==> config.mk <==
export PLATFORM = sky130hd
export DESIGN_NAME = regfile_scoreboard
export DESIGN_NICKNAME = d
export VERILOG_FILES = /design/src/rtl/regfile_scoreboard.sv
export SDC_FILE = /design/constraint.sdc
export NUM_CORES = 2
export LEC_CHECK = 0
export BUFFER_PORTS_ARGS = -buffer_cell sky130_fd_sc_hd__buf_2
export CORE_MARGIN = 2
export CORE_UTILIZATION = 57
export CTS_CLUSTER_DIAMETER = 40
export DETAILED_ROUTE_END_ITERATION = 12
export PLACE_DENSITY = 0.77
export SYNTH_ARGS = -nofsm -noshare
export SYNTH_HDL_FRONTEND = slang
export SYNTH_SLANG_ARGS = --single-unit
==> constraint.sdc <==
create_clock -name clock -period 3.2 [get_ports clock]
set_input_delay 0.64 -clock clock [delete_from_list [all_inputs] [get_ports clock]]
set_output_delay 0.64 -clock clock [all_outputs]
set_load 0.02 [all_outputs]
==> src/rtl/regfile_scoreboard.sv <==
// 32-entry register file with writeback/status bypass and a busy-bit scoreboard
// that stalls decode while a source operand's producer is still outstanding.
module regfile_scoreboard #(
    parameter int NREG = 32,
    parameter int DW   = 32
) (
    input  logic            clock,
    input  logic            reset_n,
    input  logic [4:0]      read_a,
    input  logic [4:0]      read_b,
    output logic [DW-1:0]   data_a,
    output logic [DW-1:0]   data_b,
    input  logic            wb_en,
    input  logic [4:0]      wb_reg,
    input  logic [DW-1:0]   wb_data,
    input  logic            st_en,
    input  logic [DW-1:0]   st_data,
    input  logic            issue_en,
    input  logic [4:0]      issue_reg,
    output logic            stall,
    output logic [NREG-1:0] busy
);

    localparam logic [4:0] STATUS_REG = 5'd30;

    logic [DW-1:0]   regs_q [NREG];
    logic [NREG-1:0] busy_q;
    logic [NREG-1:0] busy_d;
    logic            wb_live;
    logic            clr_a;
    logic            clr_b;

    assign wb_live = wb_en && (wb_reg != 5'd0);

    // Status bypass beats writeback bypass; r0 is hardwired to zero.
    always_comb begin
        data_a = '0;
        if (read_a != 5'd0) begin
            if (st_en && read_a == STATUS_REG)
                data_a = st_data;
            else if (wb_en && wb_reg == read_a)
                data_a = wb_data;
            else
                data_a = regs_q[read_a];
        end
    end

    always_comb begin
        data_b = '0;
        if (read_b != 5'd0) begin
            if (st_en && read_b == STATUS_REG)
                data_b = st_data;
            else if (wb_en && wb_reg == read_b)
                data_b = wb_data;
            else
                data_b = regs_q[read_b];
        end
    end

    // A source being cleared this cycle is already bypassed, so it does not stall.
    always_comb begin
        clr_a = (wb_live && wb_reg == read_a) || (st_en && read_a == STATUS_REG);
        clr_b = (wb_live && wb_reg == read_b) || (st_en && read_b == STATUS_REG);
        stall = (busy_q[read_a] && !clr_a) || (busy_q[read_b] && !clr_b);
    end

    // Set is applied after clear so a newer producer on the same index stays pending.
    always_comb begin
        busy_d = busy_q;
        if (wb_live)
            busy_d[wb_reg] = 1'b0;
        if (st_en)
            busy_d[STATUS_REG] = 1'b0;
        if (issue_en && !stall && issue_reg != 5'd0)
            busy_d[issue_reg] = 1'b1;
        busy_d[0] = 1'b0;
    end

    always_ff @(posedge clock or negedge reset_n) begin
        if (!reset_n) begin
            busy_q <= '0;
        end else begin
            busy_q <= busy_d;
        end
    end

    always_ff @(posedge clock or negedge reset_n) begin
        if (!reset_n) begin
            for (int i = 0; i < NREG; i++)
                regs_q[i] <= '0;
        end else begin
            if (wb_live)
                regs_q[wb_reg] <= wb_data;
            if (st_en)
                regs_q[STATUS_REG] <= st_data;
        end
    end

    assign busy = busy_q;

endmodule

==> impl_metrics.py <==
metrics = {
    "run_status": {
        "status": "complete, but fails checks",
        "violations": "negative setup slack",
    },
    "power": {
        "p_leak_nw": 31.5,
        "vdd_ir_drop_max_mv": 0.614,
        "power_per_cell_area_nw_per_um2": 626,
    },
    "critical_path": {
        "cp_cell_sequence": "buf_16 -> buf_16 -> buf_8 -> buf_12 -> mux4_2 -> mux4_2 -> mux2i_1 -> buf_4 -> a211oi_4 -> buf_6",
        "start_kind": "input pin",
        "critical_path.slowest_cell": "sky130_fd_sc_hd__mux4_2",
        "worstSetupStartpoint": "read_a[0]",
        "critical_path.reg2reg.endpoint": "busy[11]",
        "timing.reg2reg.setup_slack_ns": 0.85,
        "worst-path-max-fanout": 8,
        "cp.depth": 10,
        "timing.critical_path.to": "data_a[14]",
        "cp_data_required_time_ns": 2.56,
        "critPathTopFamily": "multiplexers",
        "buf_inv_on_cp": 6,
        "rr_startpoint": "busy[4]",
        "slowest_delay_ns": 0.50,
        "setup.worst_path.end_class": "primary output",
        "worst_r2r_path_depth": 5,
        "timing.critical_path.arrival_ns": 2.88,
        "worst-setup-path-type": "in -> out",
    },
    "yosys": {
        "synth_async_sr_flop_share_pct": 100,
        "postSynthAreaPerCell_um2": 15.2,
        "yosysUniqueCellTypes": 48,
        "yosysWarningCount": 0,
        "synth_top_cell_by_area": "sky130_fd_sc_hd__dfrtp_1",
        "syn-instance-count": 3777,
        "synth.area.top_cells": "sky130_fd_sc_hd__dfrtp_1 (46%), sky130_fd_sc_hd__mux4_2 (23%), sky130_fd_sc_hd__mux2_2 (19%)",
        "yosys.area.top_type_share_pct": 45.9,
        "synth-seq-cells": 1055,
        "synthesized_area_um2": 57500,
        "ys.flop_type": "sky130_fd_sc_hd__dfrtp_1",
        "ys_seq_area_share_pct": 45.9,
        "synth_nets": 3866,
        "synth_enable_flop_cells": 0,
    },
    "clock_network": {
        "cts_sinks": 1055,
        "htree_levels": 4,
        "cts_root_buf": "sky130_fd_sc_hd__clkbuf_16",
        "total_clock_buffers_created_by_cts": 143,
        "worst_skew_pair.late_latency_ns": 0.76,
        "tritoncts": "yes",
        "cts.reportedPaths.clkPinSlew_ns": 0.06,
        "cts-root-to-sink-buffers": 3,
    },
    "layout": {
        "most-common-layout-cells": "sky130_fd_sc_hd__dfrtp_1 (1055), sky130_fd_sc_hd__mux2_2 (970), sky130_fd_sc_hd__mux4_2 (598)",
        "area_growth_pct": 24.9,
        "layout.cells.most_common": "sky130_fd_sc_hd__dfrtp_1",
        "n_fill_cell": 5848,
        "nets": 4326,
        "drive_gt1_share_pct": 63.5,
        "final_core_util_pct": 71.8,
    },
    "sta": {
        "slew_violations": 0,
        "fmax_mhz": 284,
        "finalWorstPathRequiredPeriod_ns": 3.52,
        "tightestPinTransition_ns": 0.851,
        "timing.final.ws_setup_ns": -0.325,
        "worst_clock_skew_ns": 0.0114,
        "hold_viol": 0,
        "finalSetupViolations": 59,
        "timing.slew.headroom_pct": 42.8,
        "rsz_0062_raised_after_global_routing": "true",
        "fin_worst_hold_slack_ns": 0.210,
        "fin_crit_sh_pct": 110,
    },
    "detailed_routing": {
        "avgRoutedWirePerCell_um": 35.5,
        "drt-initial-drc-count": 5015,
        "remaining_drc_errors": 0,
        "vias_per_cell": 7.36,
        "final_antenna_net_count": 0,
        "num_vias": 41600,
        "detail_route.wirelength_mm": 201,
        "detail_route.first_pass.iterations": 6,
    },
    "worst_hold_path": {
        "worst_hold_path_type": "in -> reg",
        "hold_start": "st_data[11]",
    },
    "placement": {
        "port_buffers": 184,
        "gpl.final_weighted_congestion": 0.962,
        "place.detailed.hpwl_mm": 120,
    },
    "floorplanning": {
        "floorplan_die_area_um2": 103000,
        "fp-row-count": 116,
        "start_util_pct": 57.5,
        "ios": 186,
        "core-area_um2": 100000,
        "fp.dieH_um": 322,
        "floorplan.die.width_um": 322,
    },
    "grt": {
        "pin_count_of_the_biggest_net_entering_global_routing": 110,
        "grt_pass1_vias": 42100,
        "antenna_found_initial": 6,
        "grt_first_pass_wirelength_mm": 284,
        "overflow": 0,
        "grt_util_all_layers_pct": 38.0,
    },
    "run": {
        "max-cap-violations": 0,
    },
}
## layer usage
metal	vias up	GRT usage [%]	share of wire [%]
li1	15700	-	-
met1	21800	49.1	35
met2	3148	56.9	45
met3	925	10.5	12
met4	6	24.8	7.7
met5	-	0.189	0.039
## worst min path at each step
stage | cells after the start | end
floorplan | 0 | busy[10]
global placement | 0 | regs_q[996]
detailed placement | 0 | regs_q[1015]
CTS | 3 | regs_q[43]
global route | 3 | regs_q[43]
finish | 3 | regs_q[43]
## synth_stat cells, types with 4 or more instances
cell                       count
sky130_fd_sc_hd__and3_1       10
sky130_fd_sc_hd__nand3_1      16
sky130_fd_sc_hd__mux2_2      974
sky130_fd_sc_hd__mux4_2      598
sky130_fd_sc_hd__inv_1        19
sky130_fd_sc_hd__buf_6         4
sky130_fd_sc_hd__or2_2         4
sky130_fd_sc_hd__nor2_1       36
sky130_fd_sc_hd__nand2_1      84
sky130_fd_sc_hd__a211oi_1     56
sky130_fd_sc_hd__a21o_1        9
sky130_fd_sc_hd__a21oi_1      25
sky130_fd_sc_hd__nor3b_1       9
sky130_fd_sc_hd__nor3_1       45
sky130_fd_sc_hd__nand3b_1      7
sky130_fd_sc_hd__clkbuf_1    248
sky130_fd_sc_hd__buf_4        16
sky130_fd_sc_hd__o21ai_0      91
sky130_fd_sc_hd__o22ai_1      19
sky130_fd_sc_hd__mux2i_1     163
sky130_fd_sc_hd__buf_2       108
sky130_fd_sc_hd__buf_1        66
sky130_fd_sc_hd__nor2b_1      17
sky130_fd_sc_hd__xnor2_1       6
sky130_fd_sc_hd__a32o_1       31
sky130_fd_sc_hd__xor2_1        4
sky130_fd_sc_hd__a22oi_1      23
sky130_fd_sc_hd__dfrtp_1    1055
sky130_fd_sc_hd__o211ai_1      6
## per-stage QoR
stage	instance area [um2]	instances	setup slack [ns]	TNS (ns)	total power, mW
6_report	71800	5651	-0.325	-8.93	45.0
2_1_floorplan	57600	3777	-0.0835	-2.67	23.9
3_3_place_gp	63500	5261	-0.646	-18.49	26.9
3_5_place_dp	63500	5261	-0.651	-20.72	27.4
4_1_cts	70100	5558	-0.231	-8.28	44.1
5_1_grt	71800	5649	-0.323	-10.66	46.3
## worst reg2reg max path, stage by stage, from the launching register on
cell                       delay, ns
sky130_fd_sc_hd__dfrtp_1        0.44
sky130_fd_sc_hd__mux4_2         0.47
sky130_fd_sc_hd__a211oi_1       0.49
sky130_fd_sc_hd__o32a_1         0.28
sky130_fd_sc_hd__buf_4          0.34
sky130_fd_sc_hd__a32o_1         0.26
## final cells by class
| class | count | area [um2] | area share, % |
|---|---|---|---|
| multi-input combinational | 2261 | 30500 | 42.4 |
| clock buffer | 179 | 3980 | 5.54 |
| inverter | 19 | 75.1 | 0.104 |
| sequential | 1055 | 26400 | 36.7 |
| tap | 1298 | 1620 | 2.26 |
| antenna | 3 | 7.51 | 0.0104 |
| clock inverter | 79 | 928 | 1.29 |
| timing repair buffer | 757 | 8340 | 11.6 |
## report_power, final
group | switching [mW] | total (mW) | internal [mW]
combinational | 4.37 | 10.7 | 6.29
clock | 6.45 | 16.4 | 9.90
sequential | 2.12 | 18.0 | 15.9
## what timing repair did
action	CTS	global route
pin swaps	41	66
gates cloned	14	19
endpoints found under the hold margin	41	0
buffers inserted	34	85
hold buffers	1	0
resized for setup	224	164
endpoints found under the setup margin	65	65
## flip-flops by register name, indices dropped and copies added, names as in the netlist
signal,cells
regs_q,1024
busy,31
## cell families (layout without fill, tap and decap cells)
| group | count (synthesis) | in the layout | synth area share (%) |
|---|---|---|---|
| buf+inv | 461 | 1034 | 3.40 |
| other cells | 1 | 4 | 0.00652 |
| mux | 1735 | 1735 | 45.3 |
| compound gates | 273 | 273 | 3.16 |
| simple gates | 242 | 242 | 2.04 |
| xor+xnor | 10 | 10 | 0.152 |
| flops | 1055 | 1055 | 45.9 |
Note: power is estimated with default switching activity, not from simulation.
